===== src/rtl/pipeline_control.sv =====
// Hazard and stall sequencer for the 5-stage pipeline: drives stage-register write
// enables, synchronous flushes and the PC enable for branch, load-use and mult/div hazards.
module pipeline_control #(
  parameter int MD_TIMEOUT = 64,
  parameter int STALL_W    = 32
) (
  input  logic               clock,
  input  logic               reset,
  input  logic [4:0]         fd_rs,
  input  logic [4:0]         fd_rt,
  input  logic               fd_uses_rt,
  input  logic               dx_is_lw,
  input  logic [4:0]         dx_rd,
  input  logic               x_branch_taken,
  input  logic               x_is_md,
  input  logic               md_ready,
  output logic               pc_w_en,
  output logic               fd_w_en,
  output logic               dx_w_en,
  output logic               xm_w_en,
  output logic               mw_w_en,
  output logic               fd_flush,
  output logic               dx_flush,
  output logic               xm_flush,
  output logic               md_start,
  output logic               md_timeout,
  output logic [STALL_W-1:0] stall_count,
  output logic [1:0]         state_dbg
);

  typedef enum logic [1:0] {
    RUN      = 2'd0,
    MD_START = 2'd1,
    MD_WAIT  = 2'd2
  } state_t;

  localparam int CNT_W = (MD_TIMEOUT > 2) ? $clog2(MD_TIMEOUT) : 1;
  localparam logic [CNT_W-1:0] CNT_LAST = CNT_W'(MD_TIMEOUT - 1);

  state_t           state;
  state_t           next_state;
  logic [CNT_W-1:0] wait_cnt;
  logic             load_use;

  assign state_dbg = state;

  assign load_use = dx_is_lw && (dx_rd != 5'd0) &&
                    ((dx_rd == fd_rs) || (fd_uses_rt && (dx_rd == fd_rt)));

  // Mult/div handshake: md_start is a one-cycle request issued from RUN; the unit
  // answers with md_ready for exactly the cycle its result is valid, and the X/M
  // register captures it in that same cycle. No back-pressure exists on either side.
  always_comb begin
    pc_w_en    = 1'b1;
    fd_w_en    = 1'b1;
    dx_w_en    = 1'b1;
    xm_w_en    = 1'b1;
    mw_w_en    = 1'b1;
    fd_flush   = 1'b0;
    dx_flush   = 1'b0;
    xm_flush   = 1'b0;
    md_start   = 1'b0;
    md_timeout = 1'b0;
    next_state = state;

    case (state)
      RUN: begin
        if (x_branch_taken) begin
          fd_flush = 1'b1;
          dx_flush = 1'b1;
        end else if (x_is_md) begin
          md_start   = 1'b1;
          pc_w_en    = 1'b0;
          fd_w_en    = 1'b0;
          dx_w_en    = 1'b0;
          xm_flush   = 1'b1;
          next_state = MD_START;
        end else if (load_use) begin
          pc_w_en  = 1'b0;
          fd_w_en  = 1'b0;
          dx_flush = 1'b1;
        end
      end
      MD_START: begin
        pc_w_en    = 1'b0;
        fd_w_en    = 1'b0;
        dx_w_en    = 1'b0;
        xm_flush   = 1'b1;
        next_state = MD_WAIT;
      end
      MD_WAIT: begin
        if (md_ready) begin
          next_state = RUN;
        end else if (wait_cnt == CNT_LAST) begin
          // Forced release: the pipeline proceeds as if the result had arrived.
          md_timeout = 1'b1;
          next_state = RUN;
        end else begin
          pc_w_en  = 1'b0;
          fd_w_en  = 1'b0;
          dx_w_en  = 1'b0;
          xm_flush = 1'b1;
        end
      end
      default: next_state = RUN;
    endcase

    if (reset) begin
      pc_w_en    = 1'b1;
      fd_w_en    = 1'b1;
      dx_w_en    = 1'b1;
      xm_w_en    = 1'b1;
      mw_w_en    = 1'b1;
      fd_flush   = 1'b1;
      dx_flush   = 1'b1;
      xm_flush   = 1'b1;
      md_start   = 1'b0;
      md_timeout = 1'b0;
      next_state = RUN;
    end
  end

  always_ff @(posedge clock) begin
    if (reset) begin
      state       <= RUN;
      wait_cnt    <= '0;
      stall_count <= '0;
    end else begin
      state <= next_state;
      if (state == MD_WAIT && next_state == MD_WAIT) begin
        wait_cnt <= wait_cnt + CNT_W'(1);
      end else begin
        wait_cnt <= '0;
      end
      if (!pc_w_en && (stall_count != {STALL_W{1'b1}})) begin
        stall_count <= stall_count + STALL_W'(1);
      end
    end
  end

endmodule

===== config.mk =====
export PLATFORM = sky130hd
export DESIGN_NAME = pipeline_control
export DESIGN_NICKNAME = d
export VERILOG_FILES = /design/src/rtl/pipeline_control.sv
export SDC_FILE = /design/constraint.sdc
export NUM_CORES = 1
export LEC_CHECK = 0
export ABC_AREA = 1
export BUFFER_PORTS_ARGS = -buffer_cell sky130_fd_sc_hd__buf_2
export CAP_MARGIN = 40
export CORE_UTILIZATION = 44
export DETAILED_ROUTE_END_ITERATION = 10
export PLACE_DENSITY = 0.76
export SLEW_MARGIN = 20
export SYNTH_ARGS = -nofsm -noshare
export SYNTH_HDL_FRONTEND = slang
export SYNTH_SLANG_ARGS = --single-unit

===== constraint.sdc =====
create_clock -name clock -period 1.55 [get_ports clock]
set_input_delay 0.0775 -clock clock [delete_from_list [all_inputs] [get_ports clock]]
set_output_delay 0.0775 -clock clock [all_outputs]
set_load 0.1 [all_outputs]

# After elaboration in Yosys (flattened, before gate mapping)
# Cells that the tools add are included.
totals:
  ff_bits: 40
  in_bits: 22
  out_inout_bits: 44
  word_cells: 59
op_classes:
  n_addsub: 2
  eq_ne: 7
  muxes: 36
  bitwise_logic: 1
  reduce_logical: 10
op_table:
  columns: ["operator", "n"]
  rows:
  - ["adder 32 x 1 -> 32 bit, second input constant", 1]
  - ["!= test 32 bit, second input constant", 1]
  - ["2-to-1 mux 1 bit", 27]
  - ["equality test 5 bit", 2]
  - ["2-to-1 mux 2 bit", 5]
  - ["one-hot mux 1 bit (3 select lines)", 3]
  - ["adder 6 x 1 -> 6 bit, second input constant", 1]
  - ["equality test 6 bit, second input constant", 1]
  - ["one-hot mux 2 bit (3 select lines)", 1]
  - ["logical AND 1 bit", 5]
  - ["nonzero test 5 bit", 1]
  - ["equality test 2 bit, second input constant", 2]
  - ["equality test 2 x 1 -> 1 bit, second input constant", 1]
  - ["logical NOT 2 bit", 1]
  - ["OR reduction 2 bit", 1]
  - ["logical NOT 1 bit", 1]
  - ["logical OR 1 bit", 1]
  - ["inverter 1 bit", 1]

# Depth between registers and ports, before layout
# Gate-level depths: netlist of run 1.
depth:
  depth_word: 11
  depth_mapped: 13
  mapped_depth_nobuf: 12

# Least setup slack after synthesis of run 1
# OpenSTA, ideal clock, no wires.
synth_timing:
  kind: "register to output"
  start: "reg state[0], in the netlist state_dbg[0]"
  end: "out xm_flush"
  arrival_time_ps: 3454
  path_slack_ps: -1981
  path_stages_with_launch: 5
  path_cell_list: "dfxtp_1 nor2_1 inv_1 a21oi_1 o21ai_0"
synth_between:
  elab_chain_len: 3
  elab_cells_between_ends: 5
  classes_between: "2 x eq/ne; 2 x mux; 1 x reduce/logical"
synth_lines:
  columns: ["element", "line", "source"]
  rows:
  - ["start: declaration", "40", "state_t state;"]
  - ["start signal: assignment", "129", "state <= next_state;"]
  - ["equality test 2 bit (tied with other cells)", "66", "case (state)"]
  - ["one-hot mux 1 bit (3 select lines) (*)", "66", null]
  - ["2-to-1 mux 1 bit (*)", "108", "if (reset) begin"]
  - ["end: declaration", "24", "output logic xm_flush,"]
# Every way passes the cells marked *; elsewhere a longest branch is shown, timed or not.

# Worst setup path after layout of run 1
layout_timing:
  start: "reg wait_cnt[0]"
  end: "out pc_w_en"
layout_between:
  elab_chain_len: 5
layout_lines:
  columns: ["element", "line", "source"]
  rows:
  - ["start: declaration", "42", "logic [CNT_W-1:0] wait_cnt;"]
  - ["start signal: assignment", "131", "wait_cnt <= wait_cnt + CNT_W'(1);"]
  - ["equality test 6 bit", "94", "end else if (wait_cnt == CNT_LAST) begin"]
  - ["2-to-1 mux 1 bit", "94", null]
  - ["2-to-1 mux 1 bit", "92", "if (md_ready) begin"]
  - ["one-hot mux 1 bit (3 select lines)", "66", null]
  - ["2-to-1 mux 1 bit", "108", null]
  - ["end: declaration", "17", "output logic pc_w_en,"]
# Every way passes these cells.

==> results of run 1 <==
==> kinds of logic (layout without fill, tap and decap cells) <==
group                      count (synthesis)  in the layout  share of synthesized area
buffers and inverters                     96            220                      0.141
adders and majority gates                  2              2                    0.00855
AOI/OAI and AO/OA                         26             26                     0.0479
DFF                                       40             40                      0.274
and+or+nand+nor                          308            308                      0.489
other                                      1              2                    0.00128
xor gates and xnor gates                  13             13                     0.0389
==> metrics by stage <==
stage                     power, W  area [um^2]  TNS [ns]  hold slack [ns]  cells
final                      0.00237         4380     -6.74           0.0716    688
after global routing       0.00248         4380    -10.86           0.0706    688
after CTS                  0.00239         4350     -6.33           0.0701    687
after detailed placement   0.00161         4090     -3.64            0.378    669
after global placement     0.00160         4090     -1.83            0.369    669
after floorplan            0.00145         3200     -6.01            0.252    487
==> sequential cells by signal, summed over array words and instances (netlist names) <==
register	count
state_dbg	2
stall_count	32
wait_cnt	6
==> routing by layer <==
metal | vias up | global-route usage | wire length [um]
met4 | 0 | 0.0832 | 165
met2 | 129 | 0.466 | 4510
met3 | 23 | 0.0435 | 595
met5 | - | 0 | 0
li1 | 1781 | - | -
met1 | 1623 | 0.318 | 3750
==> layout make-up <==
cell class,count,area (um^2)
fillers,532,2000
well taps,77,96.3
clock buffers,6,82.6
multi-input cells,351,1920
inverters,76,288
flip-flops and latches,40,913
repair buffers,136,1070
clock inverters,2,10.0
==> critical path, cell delays in order, from the launching register on <==
cell and delay (ns):
dfxtp_2 0.36, ha_4 0.15, nand2_4 0.06, nor2_4 0.09
nand3_2 0.10, a31oi_4 0.22, nor2_4 0.07, buf_12 0.13
nand2_8 0.06, buf_12 0.17
==> power breakdown <==
part / switching (W) / internal, W / total, W / leakage [nW]
clock network: 0.000374 / 0.000356 / 0.000730 / 0.0510
logic: 0.000419 / 0.000217 / 0.000636 / 1.63
registers: 0.0000144 / 0.000994 / 0.00101 / 0.349
total: 0.000808 / 0.00157 / 0.00237 / 2.03
==> placed cells by master, fill, tap and decap left out, types with 7 or more instances in the layout <==
cell | netlist | routed
xor2_1 | 7 | 7
nor2_2 | 9 | 11
nor2_4 | 3 | 8
nor2_1 | 70 | 63
dfxtp_2 | 0 | 9
inv_1 | 61 | 59
buf_12 | 0 | 11
a21oi_1 | 19 | 13
nand2_1 | 133 | 129
buf_2 | 8 | 55
buf_4 | 5 | 64
nand2_4 | 2 | 7
inv_2 | 10 | 11
dfxtp_4 | 0 | 27
nand4_1 | 41 | 41
nand3_1 | 29 | 27
==> path summary, 6_finish.rpt <==
kind | from | to | slack [ns] | cells past startpoint
setup / recovery | wait_cnt[0] | pc_w_en | -0.24 | 9
hold reg to reg | wait_cnt[3] | wait_cnt[3] | 0.48 | 2
hold / removal | reset | state_dbg[0] | 0.07 | 2
setup reg to reg | wait_cnt[0] | stall_count[12] | -0.19 | 11
==> repair_timing <==
action / CTS / global route
gates resized for setup: 18 / 8
pin swaps: 8 / 4
cloned: 2 / 0
setup buffers: 8 / 1
hold buffers: 0 / 0
setup endpoints to repair: 44 / 45
==> flow_metrics.tcl, run 1 <==
set metrics [dict create \
    drt_wl_total_um 9010 \
    setup_ws_ns -0.242 \
    p_leak_nw 2.03 \
    area_growth_pct 49.8 \
    overflow 0 \
    globalplace.congestion 0.949 \
    ys_seq_area_frac 0.274 \
    setup_viol 44 \
    violations "negative setup slack" \
    drive_gt1_frac 0.398 \
    coreArea_um2 6390 \
    io-pin-count 66 \
    cts_sinks 40 \
    path_clk_slew_ns 0.08 \
    hpwlAfterDp_um 6530 \
    hp-class "input pin to flop" \
    cts_made_buffers 5 \
    clk_latency_ns 0.29 \
    fin_crit_sh 1.16 \
    synth_async_sr_flop_share 0 \
    max-cap-violations 0 \
    yosysTopAreaCell "dfxtp_1" \
    synth_top_area_frac 0.274 \
    postSynthAreaPerCell_um2 6.02 \
    arrival_ns 1.71 \
    power_density_nw_per_um2 541 \
    finClkSkew_ns 0.00566 \
    place_ws_ns -0.150 \
    dieWidth_um 83.6 \
    drt_first_iter_violations 185 \
    finalCriticalPeriod_ns 1.79 \
    grt_max_degree 23 \
    dieArea_um2 6980 \
    rows 29 \
    final_util 0.687 \
    grt_usage 0.261 \
    status "finished, violations left" \
    wire_per_inst_um 13.1 \
    ant_nets 0 \
    worstPathMaxFanout 3 \
    syn-instance-count 486 \
    rsz0062_at_grt "yes" \
    crit_path_start_kind "flop" \
    vias 3556 \
    cts.htree.levels 2 \
    synthTopCellsByCount "nand2_1, nor2_1, inv_1, nand4_1, dfxtp_1" \
    netlist_area_um2 2930 \
    start_util 0.458 \
    vias_per_cell 5.17 \
    crit_type "flop to output pin" \
    synth_seq_cells 40 \
    synth_warnings 0 \
    cts_tree "built" \
    antenna_found_initial 0 \
    diodes 0 \
    drc 0 \
    portBuffers 63 \
    max-vdd-ir-drop_mv 0.447 \
    die_h_um 83.6 \
    netlist_top_cells_area "dfxtp_1, nand2_1, nor2_1" \
    cts_buffer_depth 2 \
    ys_types 31 \
    hold_viol_final 0 \
    clockRootBuffer "clkbuf_8" \
    endpoint_kind "output pin" \
    layout.nets 634 \
    grt_pass1_wl_um 15200 \
    dr.pass1.iters 6 \
    synth_edf_count 0 \
    finalMaxSlewViolations 0 \
    worstPathRequired_ns 1.47 \
    grt_pass1_vias 3456 \
    yosysMostFrequentCell "nand2_1" \
    fmax_mhz 558 \
    synth_ff_type "dfxtp_1" \
]
Power figures use the tool's default switching activity.
==> inputs of run 2 (changes only) <==
==> constraint.sdc (replaced) <==
create_clock -name clock -period 1.55 [get_ports clock]
set_input_delay 0.31 -clock clock [delete_from_list [all_inputs] [get_ports clock]]
set_output_delay 0.31 -clock clock [all_outputs]
set_load 0.1 [all_outputs]
==> flow_metrics.tcl, run 2 (synthesized netlist as in run 1, its figures left out) <==
set metrics [dict create \
    cts_sinks 40 \
    crit_path_start_kind "flop" \
    fin_crit_sh 1.28 \
    hpwlAfterDp_um 6360 \
    globalplace.congestion 0.909 \
    dieWidth_um 83.6 \
    cts_made_buffers 5 \
    cp_num_buf_inv 1 \
    clk_latency_ns 0.31 \
    crit_path_frequent_cell "nor2_4" \
    setup-tns-final_ns -9.49 \
    start_util 0.458 \
    layout_common_cells "nand2_1, buf_4, nor2_1" \
    vias 3758 \
    cts.htree.levels 2 \
    power_density_nw_per_um2 534 \
    final_util 0.757 \
    worstPathMaxFanout 3 \
    hp-class "input pin to flop" \
    drt_first_iter_violations 358 \
    die_h_um 83.6 \
    cts_tree "built" \
    max-vdd-ir-drop_mv 0.421 \
    portBuffers 63 \
    hold_viol_final 0 \
    finClkSkew_ns 0.00641 \
    cp_top_family "simple AND/OR/NAND/NOR gates" \
    cts_buffer_depth 2 \
    antenna_found_initial 0 \
    layout.nets 644 \
    seq_area_um2 928 \
    largest_register "stall_count" \
    grt_max_degree 23 \
    holdWs_ns 0.377 \
    place_ws_ns -0.224 \
    critPathSlowestCell "dfxtp_2" \
    status "finished, violations left" \
    grt_usage 0.252 \
    hold_path_depth 4 \
    worst-r2r-cell-count 11 \
    fill_cells 440 \
    worstPathRequired_ns 1.24 \
    coreArea_um2 6390 \
    clockRootBuffer "clkbuf_8" \
    crit_type "flop to output pin" \
    setup_ws_ns -0.429 \
    dr.pass1.iters 7 \
    arrival_ns 1.67 \
    wire_per_inst_um 14.1 \
    layout_commonest_cell "nand2_1" \
    rsz0062_at_grt "yes" \
    multi_input_area_um2 2150 \
    p_leak_nw 2.17 \
    finalMaxSlewViolations 0 \
    largest_register_ffs 32 \
    rows 29 \
    max-cap-violations 0 \
    drt_wl_total_um 9870 \
    io-pin-count 66 \
    grt_pass1_vias 3322 \
    violations "negative setup slack" \
    fmax_mhz 505 \
    path_clk_slew_ns 0.09 \
    endpoint_kind "output pin" \
    grt_pass1_wl_um 14600 \
    cp_num_cells 8 \
    drc 0 \
    overflow 0 \
    path_cells "ha_4 > nand2_4 > nor2_4 > nand3_4 > a31oi_4 > nor2_4 > nand2_8 > buf_12" \
    area_growth_pct 65.2 \
    ant_nets 0 \
    drive_gt1_frac 0.467 \
    diodes 0 \
    crit_path_max_incr_delay_ns 0.36 \
    dieArea_um2 6980 \
    vias_per_cell 5.38 \
    setup_viol 46 \
    finalCriticalPeriod_ns 1.98 \
]
run 2: cell count changes in the layout (fill, tap and decap cells not counted), sizes merged:
| cell | previous run | this run |
|---|---|---|
| buf | 135 | 139 |
| clkbuf | 7 | 13 |
| clkinv | 7 | 5 |
| inv | 71 | 73 |
run 2: final timing paths:
check,start,to,slack (ns)
max reg2reg,wait_cnt[0],stall_count[14],-0.27
max,wait_cnt[0],pc_w_en,-0.43
min reg2reg,wait_cnt[3],wait_cnt[3],0.47
min,x_is_md,state_dbg[0],0.38
run 2: final cells by class:
class,instances,area share
Clock inverter,2,0.00311
Clock buffer,6,0.0194
Multi-Input combinational cell,351,0.444
Timing Repair Buffer,146,0.262
Inverter,76,0.0590
Tap cell,77,0.0199
Sequential cell,40,0.192
run 2: routing by layer:
metal,track usage,part of all wire,up-vias
met2,0.453,0.50,208
met1,0.301,0.39,1703
met4,0.0940,0.027,0
met3,0.0415,0.080,35
li1,-,-,1812
met5,0,0,-
run 2: worst register-to-register path: cells and delay by family, from the launching register on:
| family | cells | cell delay [ns] |
|---|---|---|
| simple gates | 6 | 0.55 |
| compound gates | 2 | 0.33 |
| buf+inv | 2 | 0.34 |
| flops | 1 | 0.36 |
| fa+ha+maj | 1 | 0.15 |
run 2: where the power goes:
part | switching [W] | internal [W]
combinational | 0.000461 | 0.000269
clock | 0.000432 | 0.000422
sequential | 0.0000126 | 0.000983
total | 0.000905 | 0.00167
run 2: timing repair:
item	CTS	global route
endpoints found under the setup margin	46	48
resized for setup	25	49
buffers inserted	9	10
cloned	1	4
hold buffers	0	0
pin swaps	15	24
run 2: stage by stage:
stage | total power [W] | area (um^2) | instances
after floorplan | 0.00144 | 3280 | 487
after global placement | 0.00161 | 4220 | 670
after detailed placement | 0.00162 | 4220 | 670
after CTS | 0.00252 | 4540 | 688
after global routing | 0.00267 | 4830 | 698
final | 0.00258 | 4830 | 698
==> inputs of run 3 (changes only) <==
CELL_PAD_IN_SITES_DETAIL_PLACEMENT = 1   (was default)
CELL_PAD_IN_SITES_GLOBAL_PLACEMENT = 1   (was default)
CORE_UTILIZATION = 33   (was 44)
PLACE_DENSITY = 0.82   (was 0.76)
==> flow_metrics.tcl, run 3 (synthesized netlist as in run 1, its figures left out) <==
set metrics [dict create \
    status "finished, violations left" \
    violations "negative setup slack" \
    dieWidth_um 96.2 \
    vias_per_cell 5.66 \
    dieArea_um2 9250 \
    total_power_w 0.00277 \
    drt_first_iter_violations 256 \
    coreArea_um2 8380 \
    crit_type "flop to output pin" \
    cts_sinks 40 \
    placedCellCount 711 \
    layout.nets 667 \
    globalplace.congestion 0.829 \
    max-cap-violations 0 \
    postCtsHoldBufs 0 \
    wire_per_inst_um 21.6 \
    clockRootBuffer "clkbuf_8" \
    max-vdd-ir-drop_mv 0.379 \
    setup_ws_ns -0.500 \
    final_util 0.628 \
    cts_made_buffers 5 \
    grt_max_degree 24 \
    rsz0062_at_grt "yes" \
    drive_gt1_frac 0.525 \
    fill_cells 1066 \
    cp_top_family "simple AND/OR/NAND/NOR gates" \
    largest_register_ffs 32 \
    drt_wl_total_um 16200 \
    ant_nets 0 \
    combPwrFrac 0.291 \
    clkPwrFrac 0.349 \
    io-pin-count 66 \
    power.internal_w 0.00178 \
    fin_crit_sh 1.32 \
    grt_usage 0.289 \
    crit_path_max_incr_delay_ns 0.36 \
    setup-tns-final_ns -13.18 \
    switching_share 0.355 \
    cp_num_buf_inv 2 \
    finalMaxSlewViolations 0 \
    start_util 0.349 \
    diodes 0 \
    layout_common_cells "nand2_1, buf_4, inv_1" \
    arrival_ns 1.74 \
    power_density_nw_per_um2 525 \
    cts_tree "built" \
    rows 33 \
    finalCriticalPeriod_ns 2.05 \
    setup_viol 48 \
    fmax_mhz 488 \
    crit_path_start_kind "flop" \
    critPathSlowestCell "dfxtp_2" \
    worstPathMaxFanout 3 \
    cts.htree.levels 2 \
    worstPathRequired_ns 1.24 \
    finClkSkew_ns 0.00878 \
    portBuffers 63 \
    pwr-share-seq 0.360 \
    cts_buffer_depth 2 \
    largest_register "stall_count" \
    hold_viol_final 0 \
    grt_pass1_wl_um 20100 \
    path_clk_slew_ns 0.09 \
    overflow 0 \
    clk_latency_ns 0.33 \
    die_h_um 96.2 \
    antenna_found_initial 0 \
    dr.pass1.iters 5 \
    path_cells "ha_4 > nand2_4 > nor2_4 > nand3_4 > a31oi_4 > buf_6 > nor2_4 > nand2_4 > buf_12" \
    hpwlAfterDp_um 8440 \
    final_cells 749 \
    area_growth_pct 79.9 \
    place_ws_ns -0.281 \
    vias 4242 \
    grt_pass1_vias 4155 \
    layout_commonest_cell "nand2_1" \
    p_leak_nw 2.29 \
    hp-class "input pin to flop" \
    endpoint_kind "output pin" \
    drc 0 \
    p_switching_w 0.000982 \
]
[run 3: cell count changes in the layout (fill, tap and decap cells not counted), sizes merged]
cell    before  now
buf        139  156
inv         73   71
clkbuf      13   21
[run 3: worst register-to-register path, cell delays in order (launching register included)]
cell     delay (ns)
dfxtp_4        0.35
buf_4          0.14
nand2_1        0.16
nor2_1         0.30
nand2_1        0.18
nor2_1         0.23
nand2_1        0.14
nand2_1        0.12
nand2_1        0.07
nand4_1        0.11
a21oi_1        0.08
[run 3: timing repair]
| item | CTS | global route |
|---|---|---|
| setup buffers | 12 | 12 |
| pin swaps | 14 | 42 |
| endpoints found under the setup margin | 46 | 54 |
| gates resized for setup | 34 | 93 |
| cloned | 1 | 6 |
[run 3: final cells by class]
| cell class | count | area (um^2) | area share |
|---|---|---|---|
| multi-input combinational | 351 | 2290 | 0.435 |
| timing repair buffer | 169 | 1510 | 0.286 |
| sequential | 40 | 928 | 0.176 |
| inverter | 76 | 288 | 0.0547 |
| tap | 105 | 131 | 0.0250 |
| clock buffer | 8 | 121 | 0.0231 |
[run 3: final timing paths]
| path | start | end | slack (ns) | depth (start not counted) |
|---|---|---|---|---|
| setup reg to reg | stall_count[15] | stall_count[31] | -0.43 | 10 |
| setup / recovery | wait_cnt[0] | dx_w_en | -0.50 | 9 |
| hold / removal | x_is_md | state_dbg[0] | 0.31 | 3 |
| hold reg to reg | wait_cnt[3] | wait_cnt[3] | 0.52 | 2 |
[run 3: layer usage]
metal  part of all wire  global-route usage
met5                  0                   0
met4              0.061               0.144
met3              0.067              0.0434
met2               0.50               0.540
met1               0.37               0.312
[run 3: metrics by stage]
stage / hold slack [ns] / cell area [um^2]
after detailed placement: 0.466 / 4350
final: 0.308 / 5270
after CTS: 0.301 / 4720
after floorplan: 0.431 / 3280
after global placement: 0.456 / 4350
after global routing: 0.314 / 5270
[run 3: power groups by stage]
stage	clock, W	sequential (W)	combinational, W
3_5_place_dp	0	0.00102	0.000619
2_1_floorplan	0	0.00108	0.000364
4_1_cts	0.000944	0.000998	0.000677
5_1_grt	0.000995	0.000998	0.000835
3_3_place_gp	0	0.00102	0.000600
6_report	0.000964	0.000997	0.000805
